$ cat src/rtl/uart_driver.sv
// ---------------------------------------------------------------------------
// uart_driver
//   Bench-side UART transmitter. Bytes arrive over a valid/ready handshake,
//   are queued in a small FIFO and serialised LSB first onto a line that is
//   meant to drive a DUT's RS232 RX pin. Frame: 1 start bit, C_DATA_BITS data
//   bits, optional parity bit, 1 stop bit; each bit lasts exactly DIV clocks.
//
// Ports
//   clk         in   system clock
//   rstn        in   synchronous active-low reset
//   s_data      in   byte to send
//   s_valid     in   s_data valid
//   s_ready     out  FIFO can accept (registered not-full)
//   tx          out  serial line, idle high (registered)
//   busy        out  frame on the line or FIFO non-empty (registered)
//   tx_done     out  one-cycle pulse in the last cycle of each stop bit
//   fifo_count  out  current FIFO occupancy
// ---------------------------------------------------------------------------
module uart_driver #(
    parameter int C_UART_ID     = 0,
    parameter int C_CLK_FREQ_HZ = 100000000,
    parameter int C_BAUDRATE    = 1000000,
    parameter int C_DATA_BITS   = 8,
    parameter int C_USE_PARITY  = 0,
    parameter int C_ODD_PARITY  = 0,
    parameter int C_FIFO_DEPTH  = 4
) (
    input  logic                            clk,
    input  logic                            rstn,
    input  logic [C_DATA_BITS-1:0]          s_data,
    input  logic                            s_valid,
    output logic                            s_ready,
    output logic                            tx,
    output logic                            busy,
    output logic                            tx_done,
    output logic [$clog2(C_FIFO_DEPTH):0]   fifo_count
);

    // The instance ID is carried only so benches can tell instances apart;
    // folding it in with a zero weight keeps it referenced without effect.
    localparam int unsigned DIV = (C_CLK_FREQ_HZ / C_BAUDRATE) + 0 * C_UART_ID;
    localparam int BW = (DIV > 1) ? $clog2(DIV) : 1;
    localparam int AW = $clog2(C_FIFO_DEPTH);
    localparam int CW = AW + 1;
    localparam int NB = (C_DATA_BITS > 1) ? $clog2(C_DATA_BITS) : 1;

    typedef enum logic [2:0] {
        S_IDLE,
        S_START,
        S_DATA,
        S_PARITY,
        S_STOP
    } state_t;

    // ------------------------------------------------------------------
    // FIFO
    // ------------------------------------------------------------------
    logic [C_DATA_BITS-1:0] r_mem [C_FIFO_DEPTH];
    logic [AW-1:0]          r_wptr;
    logic [AW-1:0]          r_rptr;
    logic [CW-1:0]          r_count;
    logic                   r_ready;

    // ------------------------------------------------------------------
    // Transmit FSM
    // ------------------------------------------------------------------
    state_t                 r_state;
    logic [BW-1:0]          r_baud;
    logic [NB-1:0]          r_bit;
    logic [C_DATA_BITS-1:0] r_shift;
    logic                   r_par;
    logic                   r_tx;
    logic                   r_done;
    logic                   r_busy;

    logic                   w_push;
    logic                   w_pop;
    logic                   w_nonempty;
    logic                   w_bit_end;
    logic [CW-1:0]          w_count_next;

    assign w_push       = s_valid & r_ready;
    assign w_nonempty   = (r_count != '0);
    assign w_bit_end    = (r_baud == BW'(DIV - 1));
    // The FSM takes the FIFO head when idle, or at the very end of a stop
    // bit so back-to-back frames carry no idle gap.
    assign w_pop        = w_nonempty &
                          ((r_state == S_IDLE) | ((r_state == S_STOP) & w_bit_end));
    assign w_count_next = r_count + CW'(w_push) - CW'(w_pop);

    always_ff @(posedge clk) begin
        if (w_push) begin
            r_mem[r_wptr] <= s_data;
        end
    end

    always_ff @(posedge clk) begin
        if (!rstn) begin
            r_wptr  <= '0;
            r_rptr  <= '0;
            r_count <= '0;
            r_ready <= 1'b1;
        end else begin
            if (w_push) begin
                r_wptr <= r_wptr + AW'(1);
            end
            if (w_pop) begin
                r_rptr <= r_rptr + AW'(1);
            end
            r_count <= w_count_next;
            r_ready <= (w_count_next != CW'(C_FIFO_DEPTH));
        end
    end

    // Line outputs are registered from the current state, so tx, tx_done
    // and busy trail the state register by exactly one clock. That keeps
    // every bit DIV cycles wide while giving a two-cycle accept-to-start
    // latency.
    always_ff @(posedge clk) begin
        if (!rstn) begin
            r_state <= S_IDLE;
            r_baud  <= '0;
            r_bit   <= '0;
            r_shift <= '0;
            r_par   <= 1'b0;
            r_tx    <= 1'b1;
            r_done  <= 1'b0;
            r_busy  <= 1'b0;
        end else begin
            r_done <= (r_state == S_STOP) && w_bit_end;
            r_busy <= (r_state != S_IDLE) || w_nonempty;

            if (r_state == S_IDLE || w_bit_end) begin
                r_baud <= '0;
            end else begin
                r_baud <= r_baud + BW'(1);
            end

            case (r_state)
                S_IDLE: begin
                    r_tx <= 1'b1;
                    if (w_nonempty) begin
                        r_shift <= r_mem[r_rptr];
                        r_par   <= 1'b0;
                        r_state <= S_START;
                    end
                end
                S_START: begin
                    r_tx <= 1'b0;
                    if (w_bit_end) begin
                        r_bit   <= '0;
                        r_state <= S_DATA;
                    end
                end
                S_DATA: begin
                    r_tx <= r_shift[0];
                    if (w_bit_end) begin
                        r_par   <= r_par ^ r_shift[0];
                        r_shift <= r_shift >> 1;
                        if (r_bit == NB'(C_DATA_BITS - 1)) begin
                            r_state <= (C_USE_PARITY != 0) ? S_PARITY : S_STOP;
                        end else begin
                            r_bit <= r_bit + NB'(1);
                        end
                    end
                end
                S_PARITY: begin
                    r_tx <= r_par ^ (C_ODD_PARITY != 0);
                    if (w_bit_end) begin
                        r_state <= S_STOP;
                    end
                end
                S_STOP: begin
                    r_tx <= 1'b1;
                    if (w_bit_end) begin
                        if (w_nonempty) begin
                            r_shift <= r_mem[r_rptr];
                            r_par   <= 1'b0;
                            r_state <= S_START;
                        end else begin
                            r_state <= S_IDLE;
                        end
                    end
                end
                default: begin
                    r_tx    <= 1'b1;
                    r_state <= S_IDLE;
                end
            endcase
        end
    end

    assign s_ready    = r_ready;
    assign tx         = r_tx;
    assign busy       = r_busy;
    assign tx_done    = r_done;
    assign fifo_count = r_count;

endmodule
$ cat config.mk
export PLATFORM = sky130hd
export DESIGN_NAME = uart_driver
export DESIGN_NICKNAME = d
export VERILOG_FILES = /design/src/rtl/uart_driver.sv
export SDC_FILE = /design/constraint.sdc
export NUM_CORES = 1
export LEC_CHECK = 0
export ABC_AREA = 1
export BUFFER_PORTS_ARGS = -buffer_cell sky130_fd_sc_hd__buf_2
export CAP_MARGIN = 20
export CORE_MARGIN = 10
export CORE_UTILIZATION = 28
export CTS_BUF_LIST = sky130_fd_sc_hd__clkbuf_8
export CTS_CLUSTER_SIZE = 40
export DETAILED_ROUTE_END_ITERATION = 12
export PLACE_DENSITY = 0.47
export SKIP_LAST_GASP = 1
export SLEW_MARGIN = 20
export SYNTH_ARGS = -nofsm -noshare
export SYNTH_HDL_FRONTEND = slang
export SYNTH_SLANG_ARGS = --single-unit
$ cat constraint.sdc
create_clock -name clk -period 4.9 [get_ports clk]
set_clock_uncertainty 0.2 [all_clocks]
set_input_delay 0.98 -clock clk [delete_from_list [all_inputs] [get_ports clk]]
set_output_delay 0.98 -clock clk [all_outputs]
set_load 0.01 [all_outputs]
==> results.toml <==
[cts]
clockBufferDepth = 2
cts_max_level = 3
cts_setup_buffers = 0
cts_resized = 0
clkSlewWorstSetupHoldPaths_ps = 70
cts_root_buffer = "clkbuf_8"
hold_buffers = 0
cts_tree = "done"
numCtsBuffers = 9
clock_latency_ps = 330
cts.sink_count = 67

[floorplanning]
die_w_um = 122
ios = 18
initial_core_util = 0.286
row_count = 37
coreArea_um2 = 10300
die_area_um2 = 15000
die_y_um = 122

[finish]
diodes = 0
n_fill_cell = 1109
drive_gt1_frac = 0.110
finalNetCount = 380
area_growth_pct = 12.6

[power]
power.leakage_nw = 1.42
ir_drop_mv = 0.214
cellPowerDensity_nw_per_um2 = 533

[timing]
holdWs_ps = 252
hold_violations = 0
slew_headroom = 0.482
min_period_over_period = 0.554
fmax_mhz = 369
setup_tns_ps = 0
period_needed_ps = 2710
setup-violations-final = 0
worst_pin_slew_ps = 775
maxSlewViolCount = 0
rsz0062_at_grt = "false"

[global_routing]
grt_max_degree = 20
grtUsageTotal = 0.0851
antenna_found_initial = 0
grt_pass1_vias = 2100
grt_overflow = 0
grt_first_pass_wirelength_mm = 10.1

[synthesis]
yosys-top-cells-area = "edfxtp_1 33%, dfxtp_1 24%, nand2_1 11%, inv_1 5.6%, nor2_1 5.2%"
synth_cell_types = 28
synth.most_common_cell = "nand2_1"
synthArstFlopShare = 0
synth_cells = 339
synth_common_cells = "85 x nand2_1, 44 x inv_1, 41 x nor2_1, 35 x dfxtp_1, 32 x edfxtp_1"
yosysTopAreaCell = "edfxtp_1"
synth-seq-cells = 67
ys_warn_count = 0
ys.flop_type = "dfxtp_1"
syn_area_per_cell_um2 = 8.68
synth-seq-area-share = 0.565
synth_enable_flop_cells = 32
syn_area_um2 = 2940
synthesis.nets = 360
synth_top_area_share = 0.327

[detailed_routing]
wire_per_inst_um = 11.7
viasPerCell = 4.20
drc = 0
ant_nets = 0
vias = 2097
drt-initial-drc-count = 87
drt-total-wl_mm = 5.84
firstDrtPassIters = 5

[critical_path]
crit_path_start = "r_baud[0]"
critPathLaunchType = "register"
crit_fanout = 8
cp-endpoint = "s_ready"
worstSetupPathType = "register to register"
r2r_slack_ps = 2190
cp.required_ps = 4920
timing.rr.start = "r_baud[0]"
cp-end-kind = "register"
timing.rr.end = "s_ready"
critPathArrivalTime_ps = 2730
r2r_cells = 15

[run]
max_cap_violations = 0

[placement]
place_hpwl_mm = 4.02
io_buffers = 17
place_congestion = 0.769

[outcome]
status = "finished clean"

[min_path]
hp-start = "r_baud[0]"
hold_path_class = "register to register"
-- sequential cells by signal, summed over array words and instances, names as in the netlist, named ones only --
| name | count |
|---|---|
| r_state | 3 |
| r_bit | 3 |
| r_baud | 7 |
| r_par | 1 |
| tx | 1 |
| r_rptr | 2 |
| r_shift | 8 |
| tx_done | 1 |
| r_wptr | 2 |
| fifo_count | 3 |
| s_ready | 1 |
| r_mem | 32 |
| busy | 1 |
-- worst min path at each step --
| stage | depth (start not counted) | end |
|---|---|---|
| 2_1_floorplan | 1 | r_baud[0] |
| 3_3_place_gp | 1 | r_baud[0] |
| 3_5_place_dp | 1 | r_baud[0] |
| 4_1_cts | 1 | r_baud[0] |
| 5_1_grt | 1 | r_baud[0] |
| 6_report | 1 | r_baud[0] |
-- through the flow --
stage | util | instance area (um^2) | setup WS, ps | cells | power [mW]
3_5_place_dp | 0.307 | 3150 | 2030 | 484 | 1.41
2_1_floorplan | - | 2940 | 2280 | 339 | 1.25
6_report | 0.322 | 3310 | 2190 | 499 | 1.76
4_1_cts | 0.322 | 3310 | 2170 | 499 | 1.80
5_1_grt | 0.322 | 3310 | 1880 | 499 | 1.93
3_3_place_gp | 0.307 | 3150 | 2120 | 484 | 1.41
-- critical path, stage by stage (launching register included) --
cell and delay, ps:
dfxtp_1 330, ha_1 210, inv_1 70, nor2_1 60, nand3_2 160, nand2_1 120, nand2_1 140, inv_1 70
ha_1 270, inv_1 40, ha_1 180, fa_1 360, inv_1 70, o21ai_0 80, a21oi_1 170, nand2_1 70
-- logic make-up after synthesis --
| kind of cell | synth area share |
|---|---|
| adders and majority gates | 0.0451 |
| AOI/OAI and AO/OA | 0.0570 |
| xor gates and xnor gates | 0.00596 |
| DFF | 0.565 |
| buffers and inverters | 0.0732 |
| and+or+nand+nor | 0.254 |
-- cell type report --
cell class                      count  area, um^2  share of cell area
Clock inverter                      6        35.0              0.0106
Timing Repair Buffer               17        85.1              0.0257
Inverter                           46         173              0.0521
Multi-Input combinational cell    218        1060               0.321
Sequential cell                    67        1660               0.502
Clock buffer                        9         124              0.0374
Tap cell                          136         170              0.0514
-- layer usage --
metal / part of all wire / GRT usage / vias to the layer above
li1: - / - / 1123
met1: 0.48 / 0.104 / 945
met2: 0.48 / 0.135 / 23
met3: 0.022 / 0.0262 / 6
met4: 0.015 / 0.0398 / 0
met5: 0 / 0 / -
-- cell usage in the layout (no fill, tap or decap), types with 2 or more instances in the layout --
master / n
and3_1: 2
a21oi_1: 27
clkbuf_8: 9
nand3_1: 28
clkinv_1: 2
nor2_1: 41
nor2_2: 2
nand3_2: 2
nor3b_1: 2
o21ai_0: 5
nor3_1: 4
inv_1: 45
buf_2: 17
nand2_1: 85
dfxtp_1: 35
ha_1: 9
nand2_2: 3
edfxtp_1: 32
clkinvlp_4: 3
-- where the power goes --
part / switching, mW / internal (mW)
logic: 0.401 / 0.217
clock network: 0.205 / 0.176
registers: 0.0862 / 0.680
total: 0.692 / 1.07
Power figures use the tool's default switching activity.
